File: src/rtl/exmem_pkg.sv
// Shared types and constants for the execute-to-memory pipeline register stage.
package exmem_pkg;

  localparam logic [3:0] OP_AND = 4'd0;
  localparam logic [3:0] OP_OR  = 4'd1;
  localparam logic [3:0] OP_ADD = 4'd2;
  localparam logic [3:0] OP_SUB = 4'd3;
  localparam logic [3:0] OP_XOR = 4'd4;
  localparam logic [3:0] OP_SLL = 4'd5;
  localparam logic [3:0] OP_SRL = 4'd6;
  localparam logic [3:0] OP_SLT = 4'd7;

  // One bit per opcode: ADD, SUB and SLT are the only ops that drive a meaningful overflow flag
  localparam logic [15:0] OVFL_OPS = 16'h008C;

  typedef enum logic [1:0] {
    ST_EMPTY = 2'd0,
    ST_FULL  = 2'd1,
    ST_SKID  = 2'd2
  } state_e;

  // Flag/control portion of a held entry; data fields are packed alongside it in the top
  typedef struct packed {
    logic zero;
    logic neg;
    logic ovfl;
    logic reg_wr;
    logic mem_rd;
    logic mem_wr;
  } exmem_flags_t;

  function automatic logic ovfl_capable(input logic [3:0] op);
    return OVFL_OPS[op];
  endfunction

endpackage

File: src/rtl/exmem_skid_buf.sv
// One pipeline entry: a payload register with its valid bit; load wins over drop.
module exmem_skid_buf #(
  parameter int W = 8
) (
  input  logic         clk,
  input  logic         rst_n,
  input  logic         load,
  input  logic         drop,
  input  logic [W-1:0] d,
  output logic         vld,
  output logic [W-1:0] q
);

  logic         vld_d, vld_q;
  logic [W-1:0] data_d, data_q;

  always_comb begin
    vld_d  = vld_q;
    data_d = data_q;
    if (drop) vld_d = 1'b0;
    if (load) begin
      vld_d  = 1'b1;
      data_d = d;
    end
  end

  always_ff @(posedge clk or negedge rst_n) begin
    if (!rst_n) begin
      vld_q  <= 1'b0;
      data_q <= '0;
    end else begin
      vld_q  <= vld_d;
      data_q <= data_d;
    end
  end

  assign vld = vld_q;
  assign q   = data_q;

endmodule

File: src/rtl/ex_mem_stage.sv
// EX/MEM pipeline register with valid/ready handshake, branch redirect and sticky overflow.
// Define EXMEM_SKID_EN to add a skid entry so in_ready comes straight from a flop.
module ex_mem_stage import exmem_pkg::*; #(
  parameter int DATA_W = 16,
  parameter int RAW    = 4
) (
  input  logic              clk,
  input  logic              rst_n,
  input  logic              in_valid,
  output logic              in_ready,
  input  logic [DATA_W-1:0] alu_r,
  input  logic              alu_zero,
  input  logic              alu_neg,
  input  logic              alu_ovfl,
  input  logic [3:0]        alu_op,
  input  logic              is_branch,
  input  logic [DATA_W-1:0] br_target,
  input  logic [DATA_W-1:0] st_data,
  input  logic [RAW-1:0]    dst,
  input  logic              reg_wr,
  input  logic              mem_rd,
  input  logic              mem_wr,
  input  logic              flush,
  input  logic              ovfl_clr,
  output logic              out_valid,
  input  logic              out_ready,
  output logic [DATA_W-1:0] out_r,
  output logic [DATA_W-1:0] out_st_data,
  output logic [RAW-1:0]    out_dst,
  output logic              out_reg_wr,
  output logic              out_mem_rd,
  output logic              out_mem_wr,
  output logic              out_zero,
  output logic              out_neg,
  output logic              out_ovfl,
  output logic              br_taken,
  output logic [DATA_W-1:0] br_pc,
  output logic              ovfl_sticky
);

  localparam int PL_W = 2 * DATA_W + RAW + $bits(exmem_flags_t);

  exmem_flags_t      in_fl, out_fl;
  logic [PL_W-1:0]   in_pl, main_d, main_q;
  logic              acc, pop, main_load, main_drop, main_vld;
  state_e            cur_state;
  logic              br_taken_d, br_taken_q, ovfl_sticky_d, ovfl_sticky_q;
  logic [DATA_W-1:0] br_pc_d, br_pc_q;

  // Branches never write back or touch memory, so their control bits are cleared on entry
  always_comb begin
    in_fl.zero   = alu_zero;
    in_fl.neg    = alu_neg;
    in_fl.ovfl   = alu_ovfl & ovfl_capable(alu_op);
    in_fl.reg_wr = reg_wr & ~is_branch;
    in_fl.mem_rd = mem_rd & ~is_branch;
    in_fl.mem_wr = mem_wr & ~is_branch;
  end

  assign in_pl = {alu_r, st_data, dst, in_fl};
  assign pop   = main_vld & out_ready;
  assign acc   = in_valid & in_ready & ~flush;

  // The FSM state lives in the buffers' valid flops and is decoded here
`ifdef EXMEM_SKID_EN
  logic            skid_load, skid_drop, skid_vld, main_sel_skid;
  logic            in_ready_d, in_ready_q;
  logic [PL_W-1:0] skid_q;

  always_comb begin
    main_load     = 1'b0;
    main_drop     = 1'b0;
    skid_load     = 1'b0;
    skid_drop     = 1'b0;
    main_sel_skid = 1'b0;
    cur_state     = skid_vld ? ST_SKID : (main_vld ? ST_FULL : ST_EMPTY);
    if (flush) begin
      main_drop = 1'b1;
      skid_drop = 1'b1;
    end else begin
      case (cur_state)
        ST_EMPTY: main_load = acc;
        ST_FULL: begin
          if (acc && pop)  main_load = 1'b1;
          else if (acc)    skid_load = 1'b1;
          else if (pop)    main_drop = 1'b1;
        end
        ST_SKID: begin
          if (pop) begin
            main_load     = 1'b1;
            main_sel_skid = 1'b1;
            skid_drop     = 1'b1;
          end
        end
        default: ;
      endcase
    end
    in_ready_d = ~(skid_load | (skid_vld & ~skid_drop));
  end

  always_ff @(posedge clk or negedge rst_n) begin
    if (!rst_n) in_ready_q <= 1'b0;
    else        in_ready_q <= in_ready_d;
  end

  assign in_ready = in_ready_q;
  assign main_d   = main_sel_skid ? skid_q : in_pl;

  exmem_skid_buf #(.W(PL_W)) u_skid (
    .clk   (clk),
    .rst_n (rst_n),
    .load  (skid_load),
    .drop  (skid_drop),
    .d     (in_pl),
    .vld   (skid_vld),
    .q     (skid_q)
  );
`else
  always_comb begin
    main_load = 1'b0;
    main_drop = 1'b0;
    cur_state = main_vld ? ST_FULL : ST_EMPTY;
    if (flush) begin
      main_drop = 1'b1;
    end else begin
      case (cur_state)
        ST_EMPTY: main_load = acc;
        ST_FULL: begin
          if (acc)      main_load = 1'b1;
          else if (pop) main_drop = 1'b1;
        end
        default: ;
      endcase
    end
  end

  assign in_ready = rst_n & (~main_vld | out_ready);
  assign main_d   = in_pl;
`endif

  exmem_skid_buf #(.W(PL_W)) u_main (
    .clk   (clk),
    .rst_n (rst_n),
    .load  (main_load),
    .drop  (main_drop),
    .d     (main_d),
    .vld   (main_vld),
    .q     (main_q)
  );

  // Redirect is tied to the accept itself, so a flushed branch never redirects
  always_comb begin
    br_taken_d    = acc & is_branch & alu_zero;
    br_pc_d       = br_taken_d ? br_target : br_pc_q;
    ovfl_sticky_d = ovfl_sticky_q;
    if (ovfl_clr)           ovfl_sticky_d = 1'b0;
    if (acc && in_fl.ovfl)  ovfl_sticky_d = 1'b1;
  end

  always_ff @(posedge clk or negedge rst_n) begin
    if (!rst_n) begin
      br_taken_q    <= 1'b0;
      br_pc_q       <= '0;
      ovfl_sticky_q <= 1'b0;
    end else begin
      br_taken_q    <= br_taken_d;
      br_pc_q       <= br_pc_d;
      ovfl_sticky_q <= ovfl_sticky_d;
    end
  end

  assign {out_r, out_st_data, out_dst, out_fl} = main_q;
  assign out_valid   = main_vld;
  assign out_zero    = out_fl.zero;
  assign out_neg     = out_fl.neg;
  assign out_ovfl    = out_fl.ovfl;
  assign out_reg_wr  = out_fl.reg_wr;
  assign out_mem_rd  = out_fl.mem_rd;
  assign out_mem_wr  = out_fl.mem_wr;
  assign br_taken    = br_taken_q;
  assign br_pc       = br_pc_q;
  assign ovfl_sticky = ovfl_sticky_q;

endmodule

File: config.mk
export PLATFORM = sky130hd
export DESIGN_NAME = ex_mem_stage
export DESIGN_NICKNAME = d
export VERILOG_FILES = /design/src/rtl/exmem_pkg.sv /design/src/rtl/exmem_skid_buf.sv /design/src/rtl/ex_mem_stage.sv
export SDC_FILE = /design/constraint.sdc
export NUM_CORES = 1
export LEC_CHECK = 0
export ABC_AREA = 1
export ABC_CLOCK_PERIOD_IN_PS = 1500
export BUFFER_PORTS_ARGS = -buffer_cell sky130_fd_sc_hd__buf_4
export CAP_MARGIN = 20
export CELL_PAD_IN_SITES_DETAIL_PLACEMENT = 0
export CELL_PAD_IN_SITES_GLOBAL_PLACEMENT = 1
export CORE_AREA = 5 5 92 102
export DETAILED_ROUTE_END_ITERATION = 10
export DIE_AREA = 0 0 97 107
export GPL_TIMING_DRIVEN = 1
export PLACE_DENSITY_LB_ADDON = 0.1
export SLEW_MARGIN = 10
export SYNTH_ARGS = -nofsm -noshare
export SYNTH_HDL_FRONTEND = slang
export SYNTH_HIERARCHICAL = 1
export SYNTH_SLANG_ARGS = --single-unit
File: constraint.sdc
create_clock -name clk -period 1.5 [get_ports clk]
set_input_delay 0.225 -clock clk [delete_from_list [all_inputs] [get_ports clk]]
set_output_delay 0.225 -clock clk [all_outputs]
set_load 0.05 [all_outputs]
# ---- Word-level counts from Yosys, hierarchy flattened
# Memories as Yosys holds them, arrays and structs flattened.
# Cells that the tools add are included.
dict set report totals {
  register_bits 61
  romBits 16
  inputBits 69
  output_inout_bits 62
  elab_cells 39
  n_memories 1
}
# memory words word_bits rd rd_clocked_by_memory_dff write_ports line_no
set memory_table {}
lappend memory_table {{(name not given)} 16 1 1 0 0 exmem_pkg.sv:33} ;# return OVFL_OPS[op];
dict set report op_classes {
  magnitude_cmp 1
  n_eq_ne 1
  n_mux 13
  n_bitwise 14
  n_reduce_logical 4
}
# operator count
set ops {}
lappend ops {{$mux W1} 12}
lappend ops {{$and A1 B1 Y1} 10}
lappend ops {{$lt A4 B5 Y1 const B} 1}
lappend ops {{$reduce_bool A2 Y1} 2}
lappend ops {{$not A1 Y1} 3}
lappend ops {{$logic_not A2 Y1} 1}
lappend ops {{$pmux W1 S2} 1}
lappend ops {{$eq A1 B1 Y1 const B} 1}
lappend ops {{$logic_and A1 B1 Y1} 1}
lappend ops {{$or A1 B1 Y1} 1}

# ---- Logic depth before layout (Yosys ltp)
dict set report logic_depth {
  word_depth 10
  mapped_depth 10
  ltp_nobuf 8
}

# ---- By module
# Netlist, hierarchy kept.
# module n_inst cells_per_inst area_per_inst_um2 seq_area_each_um2
set modules_own_cells {}
lappend modules_own_cells {exmem_skid_buf 1 182 1726.7 1076.0}
lappend modules_own_cells {ex_mem_stage 1 97 837.1 450.4}

# ---- Worst setup path before layout
# Ideal clock, no wire load.
dict set report synth_path {
  path_kind {flip-flop to flip-flop}
  start {reg u_main.vld_q (netlist: u_main/vld)}
  end {reg u_main.data_q[0] (netlist: u_main/q[0])}
  setup_time_ps 119
  arrival_time_ps 1527
  required_time_ps 1381
  path_slack_ps -146
  stages_incl_launch_ff 10
  n_path_buf 3
  period_less_slack_ps 1646
  path_cell_list {dfrtp_1 -> nand2_4 -> nand2_2 -> nor2_8 -> buf_8 -> buf_6 -> inv_8 -> buf_12 -> nand2_2 -> nand2_1}
}
dict set report synth_between {
  elab_chain_cells 8
  elab_cells_between_ends 11
  classes_between {1 x eq/ne; 4 x mux; 5 x bitwise; 1 x reduce/logical}
}
# element line_no
set synth_rtl {}
lappend synth_rtl {{start: declaration} exmem_skid_buf.sv:14} ;# logic vld_d, vld_q;
lappend synth_rtl {{start signal: assignment} exmem_skid_buf.sv:32} ;# vld_q <= vld_d;
lappend synth_rtl {{$not A1 Y1} ex_mem_stage.sv:137} ;# assign in_ready = rst_n & (~main_vld | out_ready);
lappend synth_rtl {{$or A1 B1 Y1} ex_mem_stage.sv:137}
lappend synth_rtl {{$and A1 B1 Y1} ex_mem_stage.sv:137}
lappend synth_rtl {{$and A1 B1 Y1 (2 in a row)} ex_mem_stage.sv:62} ;# assign acc = in_valid & in_ready & ~flush;
lappend synth_rtl {{$mux W1} ex_mem_stage.sv:129} ;# if (acc) main_load = 1'b1;
lappend synth_rtl {{$pmux W1 S2 *} ex_mem_stage.sv:126} ;# case (cur_state)
lappend synth_rtl {{$mux W1 *} ex_mem_stage.sv:123} ;# if (flush) begin
lappend synth_rtl {{named net main_load} ex_mem_stage.sv:45} ;# logic acc, pop, main_load, main_drop, main_vld;
lappend synth_rtl {{end signal: assignment} exmem_skid_buf.sv:33} ;# data_q <= data_d;
lappend synth_rtl {{end: declaration} exmem_skid_buf.sv:15} ;# logic [W-1:0] data_d, data_q;
# Mark *: on every way through the listed nets, which the timed path passes. The rest lies on a longest branch.
# A chain may end at the register's enable or synchronous reset.

# ---- Final worst setup path
dict set report layout_path {
  start {in rst_n}
  end {out in_ready}
}
dict set report layout_between {
  elab_chain_cells 1
}
# element line_no
set layout_rtl {}
lappend layout_rtl {{start: declaration} ex_mem_stage.sv:8} ;# input logic rst_n,
lappend layout_rtl {{$and A1 B1 Y1} ex_mem_stage.sv:137}
lappend layout_rtl {{end: declaration} ex_mem_stage.sv:10} ;# output logic in_ready,
# Every way passes these cells.

==> impl_metrics.csv <==
group,metric,value,unit
status,run_status,"completed",
detailed_routing,detailroute.wirelength.met2,3140,um
synthesis,synth-seq-area-share,59.5,%
critical_path,timing.rr.start,"u_main/vld",
timing,fin_tns_setup,0,ns
pwr,power.static_leakage,2.19,nW
die,die_y,107,um
worst_hold_path,worstHoldPathType,"input pin to flop",
synthesis,post_synth_main_area_contributors,"sky130_fd_sc_hd__dfrtp_1, sky130_fd_sc_hd__nand2_1, sky130_fd_sc_hd__nand2_2",
run,timing.max_cap.violations,0,
clock_network,cts-buffers-inserted,9,
synthesis,synth_largest_area_cell,"sky130_fd_sc_hd__dfrtp_1",
detailed_routing,first_iter_violations,96,
pwr,vdd_drop_max,0.000497,V
timing,final-max-slew-violation-count,0,
critical_path,endpoint,"in_ready",
clock_network,cts_buffer_depth,2,
synthesis,synth.avg_cell_area,9.19,um^2
finish,num_antenna_cells,0,
critical_path,critPathRequiredTime,1.27,ns
grt,grt_antenna_before_repair,0,
synthesis,synthDistinctLibCells,19,
detailed_routing,firstDrtPassIters,4,
pwr,power-per-cell-area,1430,mW/mm^2
timing,finalHoldViolations,0,
synthesis,mappedNetlistNets,348,
finish,fillCellCount,852,
critical_path,reg2reg_setup_slack,0.17,ns
grt,grt_max_degree,44,
timing,share_of_the_cycle_needed_by_the_critical_path_after_routing,98.0,%
timing,fmax,680,MHz
die,floorplan.core_area,0.00828,mm^2
placed_design,portBuffers,130,
synthesis,synth_top_area_share,59.5,%
critical_path,worstPathArrival,1.25,ns
grt,remaining_global_route_overflow,0,
critical_path,critical_path_end_type,"output port",
critical_path,worstPathMaxFanout,4,
timing,setup-violations-final,0,
synthesis,synth.cell_area,0.00256,mm^2
detailed_routing,wirelength_met1,2970,um
finish,finalNetCount,488,
clock_network,worst_setup_hold_path_clk_slew,0.06,ns
finish,post_route_cells_drive_above_1_share,42.8,%
die,rows,35,
detailed_routing,route.top_layer_used,"met4",
clock_network,clk_root_buffer_cell,"sky130_fd_sc_hd__clkbuf_8",
timing,grt_setup_unrepaired,"false",
clock_network,cts.sinks,61,
detailed_routing,wl_per_cell,12.6,um
clock_network,clk-insertion-delay-late,0.32,ns
detailed_routing,antenna_left,0,
die,starting_density,31.0,%
timing,relSlewSlack,64.2,%
timing,final.setup.worst_slack,0.0297,ns
detailed_routing,vias_post_dr,2183,
critical_path,critPathKind,"input pin to output port",
timing,worstMarginPinSlew,0.538,ns
detailed_routing,drc_violations_left,0,
synthesis,synthesis.yosys.warnings,6,
placed_design,place.gp.congestion,0.729,
synthesis,postSynthRegisterBits,61,
clock_network,cts_max_level,3,
die,pin_count,131,
worst_hold_path,holdPathStages,3,
critical_path,worst-r2r-cell-count,6,
detailed_routing,postRouteWirelength,6700,um
grt,grt_use_total,12.8,%
finish,final_cell_mix,"sky130_fd_sc_hd__nand2_1, sky130_fd_sc_hd__buf_4, sky130_fd_sc_hd__dfrtp_1",
die,die-area,0.0104,mm^2
detailed_routing,detail_route.vias_per_cell,4.10,
critical_path,rr_endpoint,"u_main/q[39]",
placed_design,dp_hpwl,4830,um
finish,mostFrequentLayoutCell,"sky130_fd_sc_hd__nand2_1",
die,die_extent_in_x,97,um
critical_path,timing.critical_path.from,"rst_n",
timing,worst_clock_skew,0.00425,ns
detailed_routing,dr_wl_met3,534,um
timing,layout_min_cycle_time,1.47,ns
critical_path,critPathLaunchType,"input pin",
placed_design,dp_worst_slack,0.135,ns
synthesis,postSynthCellCount,279,
clock_network,cts_tree,"done",
grt,grt_first_pass_wirelength,10700,um
grt,number_of_global_route_vias_before_repair,2173,
finish,area_delta_synth_final,49.3,%
metal layers:
metal  vias up  GRT usage (%)
met2        84           19.5
li1       1115              -
met3         5           5.20
met1       979           16.7
met4         0           4.21
met5         -              0
cell usage after synthesis:
cell,instances
sky130_fd_sc_hd__nand2_1,147
sky130_fd_sc_hd__dfrtp_1,61
sky130_fd_sc_hd__nand2_2,21
sky130_fd_sc_hd__nand3_1,16
sky130_fd_sc_hd__inv_1,10
sky130_fd_sc_hd__buf_6,5
sky130_fd_sc_hd__nor2_1,4
sky130_fd_sc_hd__buf_4,3
sky130_fd_sc_hd__buf_12,2
sky130_fd_sc_hd__buf_2,1
sky130_fd_sc_hd__buf_8,1
sky130_fd_sc_hd__clkinv_2,1
sky130_fd_sc_hd__inv_2,1
sky130_fd_sc_hd__inv_8,1
sky130_fd_sc_hd__nand2_4,1
sky130_fd_sc_hd__nand4_4,1
sky130_fd_sc_hd__nor2_8,1
sky130_fd_sc_hd__nor3_1,1
sky130_fd_sc_hd__o21ai_0,1
flip-flops by register name, indices dropped and copies added (netlist names):
name,cells
u_main/q,42
ovfl_sticky,1
u_main/vld,1
br_pc,16
br_taken,1
kinds of logic (layout without fill, tap and decap cells):
family / count (synthesis) / count (layout) / synth area share [%]
and+or+nand+nor: 192 / 192 / 32.6
DFF: 61 / 61 / 59.5
buffers and inverters: 25 / 167 / 7.66
AOI/OAI and AO/OA: 1 / 1 / 0.195
per-stage QoR:
step,hold WS [ns],cell area [um^2],std cells,utilization (%),total power [mW]
after floorplan,-0.0706,2570,279,-,3.46
after global placement,0.275,3610,513,43.6,4.21
after detailed placement,0.279,3610,513,43.6,4.22
after CTS,0.0756,3790,527,45.7,5.57
after global routing,0.0821,3830,532,46.2,5.78
final,0.0956,3830,532,46.2,5.48
worst min-delay path by stage:
stage / slack (ns) / start / end
4_1_cts: 0.08 / alu_r[10] / u_main/q[36]
6_report: 0.1 / alu_r[10] / u_main/q[36]
2_1_floorplan: -0.07 / rst_n / br_pc[0]
3_5_place_dp: 0.28 / rst_n / u_main/q[3]
5_1_grt: 0.08 / st_data[7] / u_main/q[17]
3_3_place_gp: 0.28 / rst_n / u_main/q[5]
final cells by class:
cell class	instances	area (um^2)	area share (%)
clock inverter	3	40.0	1.05
inverter	13	57.6	1.50
timing repair buffer	141	1090	28.5
multi-input combinational	193	846	22.1
sequential	61	1530	39.9
tap	111	139	3.63
clock buffer	10	128	3.33
report_power, final:
group	switching [mW]	internal (mW)	total [mW]	leakage [nW]
sequential	0.174	1.93	2.11	0.766
combinational	1.43	0.636	2.06	1.33
clock	0.577	0.734	1.31	0.0878
total	2.18	3.30	5.48	2.19
worst max-delay path, stage by stage:
cell and delay (ns):
sky130_fd_sc_hd__dlygate4sd3_1 0.55, sky130_fd_sc_hd__buf_4 0.17, sky130_fd_sc_hd__nand2_4 0.10, sky130_fd_sc_hd__inv_1 0.05
sky130_fd_sc_hd__buf_6 0.15
timing repair:
action,in CTS,in global routing
endpoints found under the hold margin,19,0
gates resized for setup,0,1
setup endpoints to repair,0,13
hold buffers,1,0
buffers inserted,0,5
Note: power is estimated with default switching activity, not from simulation.
